**src/rtl/imem_loader.sv**
```systemverilog
// Loads a framed byte stream (length, payload, checksum) into instruction memory
// and holds the core stopped until a load completes with a matching checksum.
module imem_loader #(
  parameter int ADDR_W = 10
) (
  input  logic              clk_i,
  input  logic              rst_i,
  input  logic              start_i,
  input  logic              in_valid_i,
  input  logic [7:0]        in_data_i,
  output logic              in_ready_o,
  output logic              imem_we_o,
  output logic [ADDR_W-1:0] imem_waddr_o,
  output logic [31:0]       imem_wdata_o,
  output logic              cpu_hold_o,
  output logic              done_o,
  output logic              err_o
);

  localparam logic [2:0] S_IDLE   = 3'd0;
  localparam logic [2:0] S_LEN_LO = 3'd1;
  localparam logic [2:0] S_LEN_HI = 3'd2;
  localparam logic [2:0] S_DATA   = 3'd3;
  localparam logic [2:0] S_CSUM   = 3'd4;
  localparam logic [2:0] S_DONE   = 3'd5;
  localparam logic [2:0] S_ERROR  = 3'd6;

  // Largest accepted word count is the full memory capacity.
  localparam logic [16:0] CAP = 17'(1) << ADDR_W;

  logic [2:0]        state_q, state_d;
  logic [7:0]        len_lo_q, len_lo_d;
  logic [15:0]       words_left_q, words_left_d;
  logic [1:0]        lane_q, lane_d;
  logic [23:0]       buf_q, buf_d;
  logic [7:0]        xor_q, xor_d;
  logic [ADDR_W-1:0] widx_q, widx_d;
  logic              in_ready_q, in_ready_d;
  logic              we_q, we_d;
  logic [ADDR_W-1:0] waddr_q, waddr_d;
  logic [31:0]       wdata_q, wdata_d;
  logic              hold_q, hold_d;
  logic              done_q, done_d;
  logic              err_q, err_d;

  logic        xfer;
  logic [15:0] len_n;

  // in_ready_q is high exactly in the byte-consuming states.
  assign xfer  = in_valid_i && in_ready_q;
  assign len_n = {in_data_i, len_lo_q};

  always_comb begin
    state_d      = state_q;
    len_lo_d     = len_lo_q;
    words_left_d = words_left_q;
    lane_d       = lane_q;
    buf_d        = buf_q;
    xor_d        = xor_q;
    widx_d       = widx_q;
    we_d         = 1'b0;
    waddr_d      = waddr_q;
    wdata_d      = wdata_q;
    hold_d       = hold_q;
    done_d       = done_q;
    err_d        = err_q;

    case (state_q)
      S_IDLE, S_DONE, S_ERROR: begin
        if (start_i) begin
          state_d = S_LEN_LO;
          done_d  = 1'b0;
          err_d   = 1'b0;
          xor_d   = 8'h00;
          lane_d  = 2'd0;
          widx_d  = '0;
          hold_d  = 1'b1;
        end
      end
      S_LEN_LO: begin
        if (xfer) begin
          len_lo_d = in_data_i;
          xor_d    = xor_q ^ in_data_i;
          state_d  = S_LEN_HI;
        end
      end
      S_LEN_HI: begin
        if (xfer) begin
          xor_d = xor_q ^ in_data_i;
          if ({1'b0, len_n} > CAP) begin
            state_d = S_ERROR;
            err_d   = 1'b1;
          end else if (len_n == 16'd0) begin
            state_d = S_CSUM;
          end else begin
            state_d      = S_DATA;
            words_left_d = len_n;
          end
        end
      end
      S_DATA: begin
        if (xfer) begin
          xor_d  = xor_q ^ in_data_i;
          lane_d = lane_q + 2'd1;
          case (lane_q)
            2'd0:    buf_d[7:0]   = in_data_i;
            2'd1:    buf_d[15:8]  = in_data_i;
            2'd2:    buf_d[23:16] = in_data_i;
            default: begin
              we_d         = 1'b1;
              waddr_d      = widx_q;
              wdata_d      = {in_data_i, buf_q};
              words_left_d = words_left_q - 16'd1;
              // At full capacity the index must not wrap past the last word.
              if (words_left_q == 16'd1) state_d = S_CSUM;
              else                       widx_d  = widx_q + 1'b1;
            end
          endcase
        end
      end
      S_CSUM: begin
        if (xfer) begin
          if (in_data_i == xor_q) begin
            state_d = S_DONE;
            done_d  = 1'b1;
            hold_d  = 1'b0;
          end else begin
            state_d = S_ERROR;
            err_d   = 1'b1;
          end
        end
      end
      default: state_d = S_IDLE;
    endcase

    in_ready_d = (state_d == S_LEN_LO) || (state_d == S_LEN_HI) ||
                 (state_d == S_DATA)   || (state_d == S_CSUM);
  end

  always_ff @(posedge clk_i) begin
    if (rst_i) begin
      state_q      <= S_IDLE;
      len_lo_q     <= 8'h00;
      words_left_q <= 16'd0;
      lane_q       <= 2'd0;
      buf_q        <= 24'd0;
      xor_q        <= 8'h00;
      widx_q       <= '0;
      in_ready_q   <= 1'b0;
      we_q         <= 1'b0;
      waddr_q      <= '0;
      wdata_q      <= 32'd0;
      hold_q       <= 1'b1;
      done_q       <= 1'b0;
      err_q        <= 1'b0;
    end else begin
      state_q      <= state_d;
      len_lo_q     <= len_lo_d;
      words_left_q <= words_left_d;
      lane_q       <= lane_d;
      buf_q        <= buf_d;
      xor_q        <= xor_d;
      widx_q       <= widx_d;
      in_ready_q   <= in_ready_d;
      we_q         <= we_d;
      waddr_q      <= waddr_d;
      wdata_q      <= wdata_d;
      hold_q       <= hold_d;
      done_q       <= done_d;
      err_q        <= err_d;
    end
  end

  assign in_ready_o   = in_ready_q;
  assign imem_we_o    = we_q;
  assign imem_waddr_o = waddr_q;
  assign imem_wdata_o = wdata_q;
  assign cpu_hold_o   = hold_q;
  assign done_o       = done_q;
  assign err_o        = err_q;

endmodule

```
**config.mk**
```make
export PLATFORM = sky130hd
export DESIGN_NAME = imem_loader
export DESIGN_NICKNAME = d
export VERILOG_FILES = /design/src/rtl/imem_loader.sv
export SDC_FILE = /design/constraint.sdc
export NUM_CORES = 1
export LEC_CHECK = 0
export ABC_AREA = 1
export CELL_PAD_IN_SITES_DETAIL_PLACEMENT = 0
export CELL_PAD_IN_SITES_GLOBAL_PLACEMENT = 1
export CORE_ASPECT_RATIO = 1.25
export CORE_MARGIN = 1.5
export CORE_UTILIZATION = 35
export CTS_CLUSTER_DIAMETER = 120
export CTS_CLUSTER_SIZE = 40
export DETAILED_ROUTE_END_ITERATION = 12
export PLACE_DENSITY = 0.8
export SYNTH_ARGS = -nofsm -noshare
export SYNTH_HDL_FRONTEND = slang
export SYNTH_SLANG_ARGS = --single-unit
```
**constraint.sdc**
```tcl
create_clock -name clk_i -period 2.1 [get_ports clk_i]
set_input_delay 0.315 -clock clk_i [delete_from_list [all_inputs] [get_ports clk_i]]
set_output_delay 0.315 -clock clk_i [all_outputs]
set_load 0.02 [all_outputs]
```
# After elaboration in Yosys (flattened, before gate mapping)

Index checks and enable logic that the tools add are counted.
W data, S select, Z words.

Flip-flop bits (word level): 118
Input port bits: 12
Output and inout port bits: 47
Word-level logic and storage cells: 119

Add/sub/neg operators: 3
Magnitude comparators: 1
Eq/ne operators: 26
Mux-type cells: 42
Bitwise operators: 4
Reductions and logical operators: 27

Operators by type and width:

| operator                | count |
|---|---|
| $mux W16                | 5 |
| $mux W10                | 4 |
| $pmux W16 S2            | 1 |
| $mux W3                 | 9 |
| $ne A2 B2 Y1 const B    | 11 |
| $pmux W10 S2            | 1 |
| $reduce_and A3 Y1       | 6 |
| $eq A16 B1 Y1 const B   | 1 |
| $gt A16 B11 Y1 const B  | 1 |
| $logic_not A16 Y1       | 1 |
| $mux W8                 | 2 |
| $pmux W8 S2             | 1 |
| $sub A16 B1 Y16 const B | 1 |
| $pmux W3 S5             | 1 |
| $eq A3 B2 Y1 const B    | 4 |
| $eq A3 B3 Y1 const B    | 4 |
| $reduce_and A6 Y1       | 2 |
| $reduce_or A3 Y1        | 4 |
| $mux W1                 | 11 |
| $add A10 B1 Y10 const B | 1 |
| $eq A8 B8 Y1            | 1 |
| $reduce_bool A2 Y1      | 4 |
| $xor A8 B8 Y8           | 1 |
| $eq A3 B1 Y1 const B    | 2 |
| other kinds (17)        | 24 |

# Logic depth before layout (Yosys ltp)

Gate-level depths: netlist (run 1).

Depth in word-level cells: 9
Depth in mapped cells: 13
Gate-level depth less buffers: 13

# Worst setup path after synthesis (run 1)

No wires, ideal clock.

Path type: reg2reg
Start point: register in_ready_q, in the netlist in_ready_o
End point: register waddr_q[9], in the netlist imem_waddr_o[9]
Library setup time: 0.116 ns
Data arrival time: 1.569 ns
Data required time: 1.984 ns
Slack: 0.415 ns
Cell stages (with the launch flop): 9
Path buffers: 1
Period minus slack after synthesis: 1.685 ns
Cells stage by stage: dfxtp_1 nand2_1 nor2_2 inv_1 nor2_4 clkinv_1 buf_2 nor2_1 nor2_1

Longest elaborated chain between the ends: 2

Ends and longest elaborated chain:

| item                        | RTL line | text |
|---|---|---|
| start: declaration          | 38       | `logic in_ready_q, in_ready_d;` |
| start signal: assignment    | 164      | `in_ready_q <= in_ready_d;` |
| $logic_and A1 B1 Y1         | 50       | `assign xfer = in_valid_i && in_ready_q;` |
| $reduce_and A3 Y1 (no line) | --       |  |
| end signal: assignment      | 166      | `waddr_q <= waddr_d;` |
| end: declaration            | 40       | `logic [ADDR_W-1:0] waddr_q, waddr_d;` |

Every way passes these cells.
A chain may end at the register's enable or synchronous reset.

# Worst setup path in the final report (run 1)

Start point: register state_q[1]
End point: register widx_q[2]

Longest elaborated chain between the ends: 4
Elaborated cells between the ends (all ways): 12
Classes of those cells: 7 x eq/ne; 1 x mux; 4 x reduce/logical

Ends and longest elaborated chain:

| item                                                         | RTL line | text |
|---|---|---|
| start: declaration                                           | 31       | `logic [2:0] state_q, state_d;` |
| start signal: assignment                                     | 157      | `state_q <= state_d;` |
| $eq A3 B3 Y1 or $logic_not A3 Y1 (tied branches)             | 68       | `case (state_q)` |
| $reduce_or A3 Y1                                             | 68       |  |
| $ne A2 B2 Y1 (no line) or $reduce_bool A2 Y1 (tied branches) | --       |  |
| $reduce_and A5 Y1 (no line)                                  | --       |  |
| end signal: assignment                                       | 163      | `widx_q <= widx_d;` |
| end: declaration                                             | 37       | `logic [ADDR_W-1:0] widx_q, widx_d;` |

Several ways; a longest one is shown, not always the timed one.

==> flow_metrics.py, run 1 <==
metrics = {
    "setup_path": {
        "critPathRequiredTime_ns": 2.39,
        "slowest_stage": "dfxtp_1",
        "path_cells": "inv_1 -> nand2_1 -> nand3_1 -> nand3_1 -> o21ai_1 -> nor2_2 -> inv_1 -> nor3_1 -> nor3_1",
        "critical_path.endpoint_type": "flip-flop",
        "arrival_ns": 2.17,
        "startpoint": "state_q[1]",
        "cpPeakStageDelay_ns": 0.42,
        "crit_type": "flip-flop to flip-flop",
        "crit_fanout": 8,
        "startpoint_type": "flip-flop",
        "reg2reg_from": "state_q[1]",
        "reg2reg_slack_ns": 0.22,
    },
    "power": {
        "ir_drop_v": 0.0005047,
        "p_int_w": 0.004253,
        "p_switching_w": 0.001518,
        "p_leak_nw": 2.861,
        "power_switching_share_pct": 26.30,
        "p_comb_share_pct": 11.3,
        "p_clk_share_pct": 48.3,
        "p_per_area_nw_per_um2": 848.0,
        "seqPwrFrac_pct": 40.5,
    },
    "logic_synthesis": {
        "synth_area_per_cell_um2": 7.223,
        "synth_nets": 737,
        "synthTopCellsByCount": "118 x dfxtp_1, 113 x nand2_1, 104 x nor2_1",
        "ys_types": 35,
        "syn_inst": 718,
        "synth_flop_cell": "dfxtp_1",
        "yosys-top-cells-area": "dfxtp_1 46%, o21ai_0 9.9%, a21oi_1 8.2%",
        "synth-edff-count": 0,
        "synth_seq_cells": 118,
        "syn-cell-area_um2": 5186,
        "synth_seq_area_share_pct": 45.55,
        "synth_most_common_cell": "dfxtp_1",
        "netlist.top_cell.by_area": "dfxtp_1",
        "synth-async-reset-ratio_pct": 0,
        "synth_top_area_share_pct": 45.55,
        "ys_warn_count": 0,
    },
    "timing": {
        "setup-violations-final": 0,
        "period_minus_slack_ns": 1.882,
        "drv_slew": 0,
        "tightest_slew_ns": 0.5229,
        "hold_violations": 0,
        "clock.fmax_mhz": 531.3,
        "grt_setup_unrepaired": "false",
        "period_share_pct": 89.64,
        "fin_skew_ns": 0.008720,
        "max_slew_margin_pct": 64.87,
    },
    "clock_network": {
        "cts_made_buffers": 17,
        "cts-root-buf": "clkbuf_16",
        "cts.clk_slew.worst_paths_ns": 0.06,
        "h-tree-depth": 4,
        "clk_latency_ns": 0.41,
        "clock-sinks": 118,
        "clockBufferDepth": 2,
        "cts_resized": 0,
        "cts_hold_buffers": 0,
        "cts_setup_buffers": 0,
        "cts_tree": "yes",
    },
    "floorplan": {
        "io_pins": 59,
        "core_um2": 14410,
        "rows": 49,
        "die_w_um": 111.9,
        "die_h_um": 139.1,
        "start_util_pct": 36.00,
        "die-area_um2": 15560,
    },
    "place": {
        "portBuffers": 58,
        "dp.cells": 965,
        "dp_hpwl_um": 10110,
        "gp_congestion": 0.9622,
        "placedInstanceArea_um2": 6230,
    },
    "layout": {
        "fin_cells": 997,
        "fin_nets": 825,
        "final_util_pct": 47.23,
        "diodes": 0,
        "fin_area_um2": 6805,
        "nFillCells": 1419,
        "drive_gt1_share_pct": 11.72,
        "area_growth_pct": 31.22,
    },
    "detailed_routing": {
        "vias": 4950,
        "viasPerCell": 4.965,
        "antenna_left": 0,
        "drc": 0,
        "wl_per_cell_um": 14.48,
        "drtIter0Drc": 261,
        "firstDrtPassIters": 6,
        "wirelength_um": 14440,
    },
    "worst_hold_path": {
        "hp-class": "flip-flop to flip-flop",
        "hold_start": "xor_q[0]",
    },
    "global_route": {
        "globalRouteTotalUtil_pct": 19.07,
        "grt_pass1_vias": 4770,
        "grt_antenna_before_repair": 0,
        "grt_pass1_wl_um": 23720,
        "grt_max_degree": 60,
        "grt_overflow": 0,
    },
    "job": {
        "drv_cap": 0,
    },
    "status": {
        "status": "finished clean",
    },
}
==> worst paths after layout <==
check,end,cells past startpoint
max,widx_q[2],9
min reg2reg,xor_q[0],2
min,xor_q[0],2
max reg2reg,widx_q[2],9
==> layout by cell type, fill, tap and decap left out, types with 9 or more instances in the layout <==
master,Yosys,layout
a21oi_1,85,85
nor3_1,13,13
dfxtp_1,118,118
nor2_1,104,104
buf_4,4,38
inv_1,60,59
clkdlybuf4s50_1,0,58
o21ai_0,103,103
clkbuf_16,0,17
nand3_1,26,26
nand2_1,113,113
nand4_1,9,9
==> power groups by stage <==
stage          Combinational, W  Sequential [W]  Clock, W
4_1_cts                0.000650         0.00233   0.00283
6_report               0.000651         0.00233   0.00279
5_1_grt                0.000729         0.00234   0.00295
3_5_place_dp           0.000644         0.00238         0
2_1_floorplan          0.000393         0.00238         0
3_3_place_gp           0.000636         0.00238         0
==> metrics by stage <==
step / worst slack, ns / total power [W] / hold slack [ns] / TNS, ns
after floorplan: 0.4150 / 0.002774 / 0.4439 / 0
after global placement: -0.03634 / 0.003017 / 0.4525 / -0.03634
after detailed placement: -0.02480 / 0.003027 / 0.4613 / -0.02480
after CTS: 0.2217 / 0.005812 / 0.4700 / 0
after global routing: 0.006664 / 0.006016 / 0.4999 / 0
final: 0.2177 / 0.005771 / 0.4665 / 0
==> cell families (layout without fill, tap and decap cells) <==
| group | count (synthesis) | count (layout) | share of synthesized area [%] |
|---|---|---|---|
| AO/OA/AOI/OAI | 208 | 208 | 20.89 |
| XOR/XNOR | 9 | 9 | 1.520 |
| adder cells (fa/ha/maj) | 7 | 7 | 1.689 |
| buffers and inverters | 100 | 201 | 8.034 |
| flip-flops | 118 | 118 | 45.55 |
| AND/OR/NAND/NOR | 276 | 276 | 22.32 |
==> state kept, by name (all words and copies together), names as in the netlist <==
signal / count
err_o: 1
cpu_hold_o: 1
imem_wdata_o: 32
widx_q: 10
imem_we_o: 1
words_left_q: 16
done_o: 1
buf_q: 24
xor_q: 8
state_q: 3
imem_waddr_o: 10
len_lo_q: 8
lane_q: 2
in_ready_o: 1
==> critical path, delay by kind of cell (launching register included) <==
family | cells | cell delay [ns]
AOI/OAI and AO/OA | 1 | 0.11
DFF | 1 | 0.42
buffers and inverters | 2 | 0.27
and+or+nand+nor | 6 | 0.97
==> layer usage <==
metal,global-route usage (%),up-vias,part of all wire (%)
li1,-,2563,-
met5,0,-,0
met4,8.461,0,2.2
met1,23.39,2238,45
met3,3.802,21,3.9
met2,32.22,128,49
==> layout make-up <==
cell class                 instances  area (um^2)  share of cell area [%]
clock buffer                      19        452.9                   6.656
clock inverter                    13        122.6                   1.802
inverter                          67        251.5                   3.696
multi-input combinational        500         2407                   35.37
sequential                       118         2362                   34.71
tap                              178        222.7                   3.273
timing repair buffer             102        985.9                   14.49
No activity file was read; power rests on OpenSTA's default activity.
==> run 2: changes to the inputs <==
- CORE_ASPECT_RATIO: 1.25 -> 0.75
==> flow_metrics.py, run 2 (synthesis gave the netlist of run 1 again) <==
metrics = {
    "clock_network": {
        "clk_latency_ns": 0.42,
        "cts_made_buffers": 17,
        "cts.clk_slew.worst_paths_ns": 0.06,
        "clock-sinks": 118,
        "cts-root-buf": "clkbuf_16",
        "cts_resized": 0,
        "cts_hold_buffers": 0,
        "cts_setup_buffers": 0,
        "cts_tree": "yes",
        "clockBufferDepth": 2,
        "h-tree-depth": 4,
    },
    "power": {
        "p_leak_nw": 2.806,
        "finalPower_w": 0.005865,
        "ir_drop_v": 0.0005794,
        "p_per_area_nw_per_um2": 872.8,
    },
    "floorplan": {
        "die-area_um2": 15560,
        "start_util_pct": 35.88,
        "core_um2": 14450,
        "die_w_um": 143.6,
        "rows": 38,
        "io_pins": 59,
        "die_h_um": 108.4,
    },
    "setup_path": {
        "cpPeakStageDelay_ns": 0.36,
        "crit_type": "flip-flop to flip-flop",
        "startpoint_type": "flip-flop",
        "reg2reg_from": "words_left_q[0]",
        "path_buf_inv": 2,
        "arrival_ns": 2.22,
        "startpoint": "words_left_q[0]",
        "crit_end": "words_left_q[14]",
        "slowest_stage": "dfxtp_1",
        "reg2reg_slack_ns": 0.21,
        "path_depth": 10,
        "r2r_cells": 10,
        "critPathRequiredTime_ns": 2.43,
        "critical_path.endpoint_type": "flip-flop",
        "crit_fanout": 5,
        "path_cells": "inv_1 -> ha_1 -> nand3_1 -> nor3_1 -> nand2_1 -> inv_1 -> nand3_1 -> xnor2_1 -> nand3_1 -> a21oi_1",
        "critPathTopFamily": "simple AND/OR/NAND/NOR gates",
        "reg2reg_to": "words_left_q[14]",
        "path_common_cell": "nand3_1",
    },
    "layout": {
        "drive_gt1_share_pct": 10.52,
        "area_growth_pct": 29.55,
        "largest_reg_flops": 32,
        "final_common_cell": "dfxtp_1",
        "diodes": 0,
        "fin_cells": 1008,
        "fin_nets": 814,
        "fin_area_um2": 6719,
        "layout_common_cells": "118 x dfxtp_1, 113 x nand2_1, 104 x nor2_1",
    },
    "timing": {
        "tns_ns": 0,
        "period_share_pct": 89.88,
        "grt_setup_unrepaired": "false",
        "clock.fmax_mhz": 529.8,
        "drv_slew": 0,
        "holdWs_ns": 0.4462,
        "setup-violations-final": 0,
        "hold_violations": 0,
        "period_minus_slack_ns": 1.888,
        "tightest_slew_ns": 0.6087,
        "fin_skew_ns": 0.01284,
        "max_slew_margin_pct": 59.10,
    },
    "detailed_routing": {
        "antenna_left": 0,
        "viasPerCell": 4.975,
        "drtIter0Drc": 390,
        "wirelength_um": 14040,
        "drc": 0,
        "vias": 5015,
        "firstDrtPassIters": 5,
        "wl_per_cell_um": 13.92,
    },
    "global_route": {
        "grt_antenna_before_repair": 0,
        "grt_pass1_wl_um": 23550,
        "grt_overflow": 0,
        "grt_max_degree": 64,
        "grt_pass1_vias": 4874,
        "globalRouteTotalUtil_pct": 19.18,
    },
    "status": {
        "status": "finished clean",
    },
    "place": {
        "gp_congestion": 0.9008,
        "portBuffers": 58,
        "dp_hpwl_um": 9792,
        "placedInstanceArea_um2": 6125,
        "dp.cells": 976,
    },
    "worst_hold_path": {
        "hp-class": "flip-flop to flip-flop",
        "hold_depth": 2,
    },
    "job": {
        "drv_cap": 0,
    },
}
-- run 2: cell types whose count changed in the layout (fill, tap and decap cells not counted) --
cell	before	now
clkbuf_8	2	0
buf_12	6	2
inv_6	3	4
bufinv_16	1	2
buf_4	38	31
clkinvlp_4	4	2
inv_8	0	2
-- run 2: metal layers --
layer / up-vias / wire, um / GRT usage, %
li1: 2529 / - / -
met1: 2320 / 6895 / 25.48
met2: 144 / 6119 / 30.32
met3: 22 / 769 / 4.074
met4: 0 / 252 / 7.799
met5: - / 0 / 0
-- run 2: final cells by class --
type	instances	area, um^2
Tap cell	200	250.2
Fill cell	1454	7735
Clock inverter	15	168.9
Multi-Input combinational cell	500	2407
Sequential cell	118	2362
Timing Repair Buffer	91	853.3
Inverter	67	251.5
Clock buffer	17	425.4
-- run 2: power breakdown --
group / total (W) / switching [W] / internal, W
combinational: 0.000613 / 0.000381 / 0.000232
clock: 0.00292 / 0.00114 / 0.00178
sequential: 0.00233 / 0.0000400 / 0.00229
-- run 2: worst reg2reg max path, stage by stage (launching register included) --
cell and delay, ns:
dfxtp_1 0.36, inv_1 0.11, ha_1 0.19, nand3_1 0.13, nor3_1 0.33, nand2_1 0.12, inv_1 0.10, nand3_1 0.09
xnor2_1 0.14, nand3_1 0.09, a21oi_1 0.15
-- run 2: how the worst min path moves through the flow --
| stage | endpoint | slack (ns) | from |
|---|---|---|---|
| after floorplan | xor_q[0] | 0.44 | xor_q[0] |
| after global placement | err_o | 0.45 | err_o |
| after detailed placement | err_o | 0.44 | err_o |
| after CTS | err_o | 0.45 | err_o |
| after global routing | err_o | 0.49 | err_o |
| final | err_o | 0.45 | err_o |
-- run 2: through the flow --
step,setup WS [ns],utilization [%]
2_1_floorplan,0.4150,-
3_3_place_gp,0.01190,42.37
3_5_place_dp,-0.06757,42.37
4_1_cts,0.2243,46.49
5_1_grt,0.05692,46.49
6_report,0.2125,46.49
==> run 3: changes to the inputs <==
- CORE_ASPECT_RATIO: 0.75 -> default
==> flow_metrics.py, run 3 (synthesis gave the netlist of run 1 again) <==
metrics = {
    "status": {
        "status": "finished clean",
    },
    "floorplan": {
        "die_w_um": 124.7,
        "die_h_um": 124.7,
        "start_util_pct": 35.82,
        "rows": 44,
        "die-area_um2": 15560,
        "core_um2": 14480,
        "io_pins": 59,
    },
    "timing": {
        "post-route-worst-setup-slack_ns": 0.2760,
        "period_minus_slack_ns": 1.824,
        "fin_skew_ns": 0.01142,
        "tns_ns": 0,
        "drv_slew": 0,
        "setup-violations-final": 0,
        "clock.fmax_mhz": 548.3,
        "tightest_slew_ns": 0.5485,
        "max_slew_margin_pct": 63.15,
        "period_share_pct": 86.86,
        "grt_setup_unrepaired": "false",
        "hold_violations": 0,
    },
    "worst_hold_path": {
        "hold_depth": 2,
        "hp-class": "flip-flop to flip-flop",
        "hold_start": "err_o",
        "min_to": "err_o",
    },
    "layout": {
        "drive_gt1_share_pct": 10.42,
        "fin_nets": 812,
        "diodes": 0,
        "area_growth_pct": 29.19,
        "layout_common_cells": "117 x dfxtp_1, 113 x nand2_1, 104 x nor2_1",
        "final_common_cell": "dfxtp_1",
        "largest_reg_flops": 32,
    },
    "detailed_routing": {
        "wl_per_cell_um": 13.90,
        "antenna_left": 0,
        "vias": 4968,
        "drc": 0,
        "wirelength_um": 13760,
        "viasPerCell": 5.018,
        "drtIter0Drc": 381,
        "firstDrtPassIters": 5,
    },
    "global_route": {
        "grt_pass1_vias": 4912,
        "grt_overflow": 0,
        "grt_pass1_wl_um": 23230,
        "grt_max_degree": 66,
        "grt_antenna_before_repair": 0,
        "globalRouteTotalUtil_pct": 18.23,
    },
    "setup_path": {
        "reg2reg_to": "widx_q[5]",
        "crit_type": "flip-flop to flip-flop",
        "critical_path.endpoint_type": "flip-flop",
        "path_depth": 9,
        "path_common_cell": "nand2_1",
        "reg2reg_from": "state_q[1]",
        "critPathTopFamily": "compound AO/OA/AOI/OAI gates",
        "slowest_stage": "o21ai_0",
        "cpPeakStageDelay_ns": 0.38,
        "reg2reg_slack_ns": 0.28,
        "critPathRequiredTime_ns": 2.40,
        "r2r_cells": 9,
        "arrival_ns": 2.13,
        "startpoint_type": "flip-flop",
        "path_cells": "o21ai_0 -> nand2_1 -> nand2_1 -> o21ai_1 -> nor2_2 -> buf_4 -> nand3_2 -> o21bai_1 -> a21oi_2",
        "path_buf_inv": 1,
        "crit_fanout": 6,
    },
    "place": {
        "dp_hpwl_um": 9686,
        "portBuffers": 58,
        "gp_congestion": 0.8887,
        "pre_cts_ws_ns": 0.05177,
    },
    "clock_network": {
        "cts.clk_slew.worst_paths_ns": 0.06,
        "clk_latency_ns": 0.41,
        "h-tree-depth": 4,
        "clock-sinks": 118,
        "cts_resized": 0,
        "cts_made_buffers": 17,
        "cts_setup_buffers": 0,
        "cts_tree": "yes",
        "cts_hold_buffers": 0,
        "clockBufferDepth": 2,
        "cts-root-buf": "clkbuf_16",
    },
    "job": {
        "drv_cap": 0,
    },
    "power": {
        "p_leak_nw": 2.796,
        "p_per_area_nw_per_um2": 875.5,
        "finalPower_w": 0.005866,
        "ir_drop_v": 0.0004949,
    },
}
[run 3: cell count changes in the layout (fill, tap and decap cells not counted)]
cell        delta
clkinvlp_4     +1
dfxtp_1        -1
clkinv_2       -1
clkinv_4       +1
buf_4          -3
dfxtp_2        +1
inv_6          -1
buf_12         +1
[run 3: power by group]
part | leakage, nW | internal (W) | switching (W)
logic | 1.56 | 0.000237 | 0.000381
clock network | 0.284 | 0.00178 | 0.00114
registers | 0.954 | 0.00229 | 0.0000430
[run 3: metal layers]
metal / track usage, % / wire length [um] / up-vias
li1: - / - / 2528
met1: 22.85 / 6494 / 2309
met2: 29.99 / 6450 / 103
met3: 3.909 / 448 / 28
met4: 8.249 / 366 / 0
met5: 0 / 0 / -
[run 3: how the worst max path moves through the flow]
stage	from	end
6_report	state_q[1]	widx_q[5]
2_1_floorplan	in_ready_o	imem_waddr_o[9]
3_3_place_gp	in_data_i[3]	words_left_q[10]
3_5_place_dp	in_data_i[6]	words_left_q[10]
4_1_cts	state_q[2]	widx_q[5]
5_1_grt	words_left_q[6]	in_ready_o
[run 3: final cells by class]
class / instances / area (um^2)
well taps: 184 / 230.2
clock buffers: 17 / 425.4
flip-flops and latches: 118 / 2364
multi-input cells: 500 / 2407
clock inverters: 15 / 171.4
fillers: 1439 / 7779
inverters: 67 / 251.5
repair buffers: 89 / 850.8
[run 3: metrics by stage]
step,instance area [um^2],std cells,utilization [%],hold WS (ns)
2_1_floorplan,5186,718,-,0.4439
3_5_place_dp,6102,958,42.14,0.4479
4_1_cts,6699,990,46.27,0.4568
3_3_place_gp,6102,958,42.14,0.4456
5_1_grt,6700,990,46.28,0.4766
6_report,6700,990,46.28,0.4569
[run 3: worst register-to-register path, stage by stage, from the launching register on]
cell and delay, ns:
dfxtp_1 0.36, o21ai_0 0.38, nand2_1 0.18, nand2_1 0.08, o21ai_1 0.07, nor2_2 0.18
buf_4 0.18, nand3_2 0.08, o21bai_1 0.18, a21oi_2 0.04
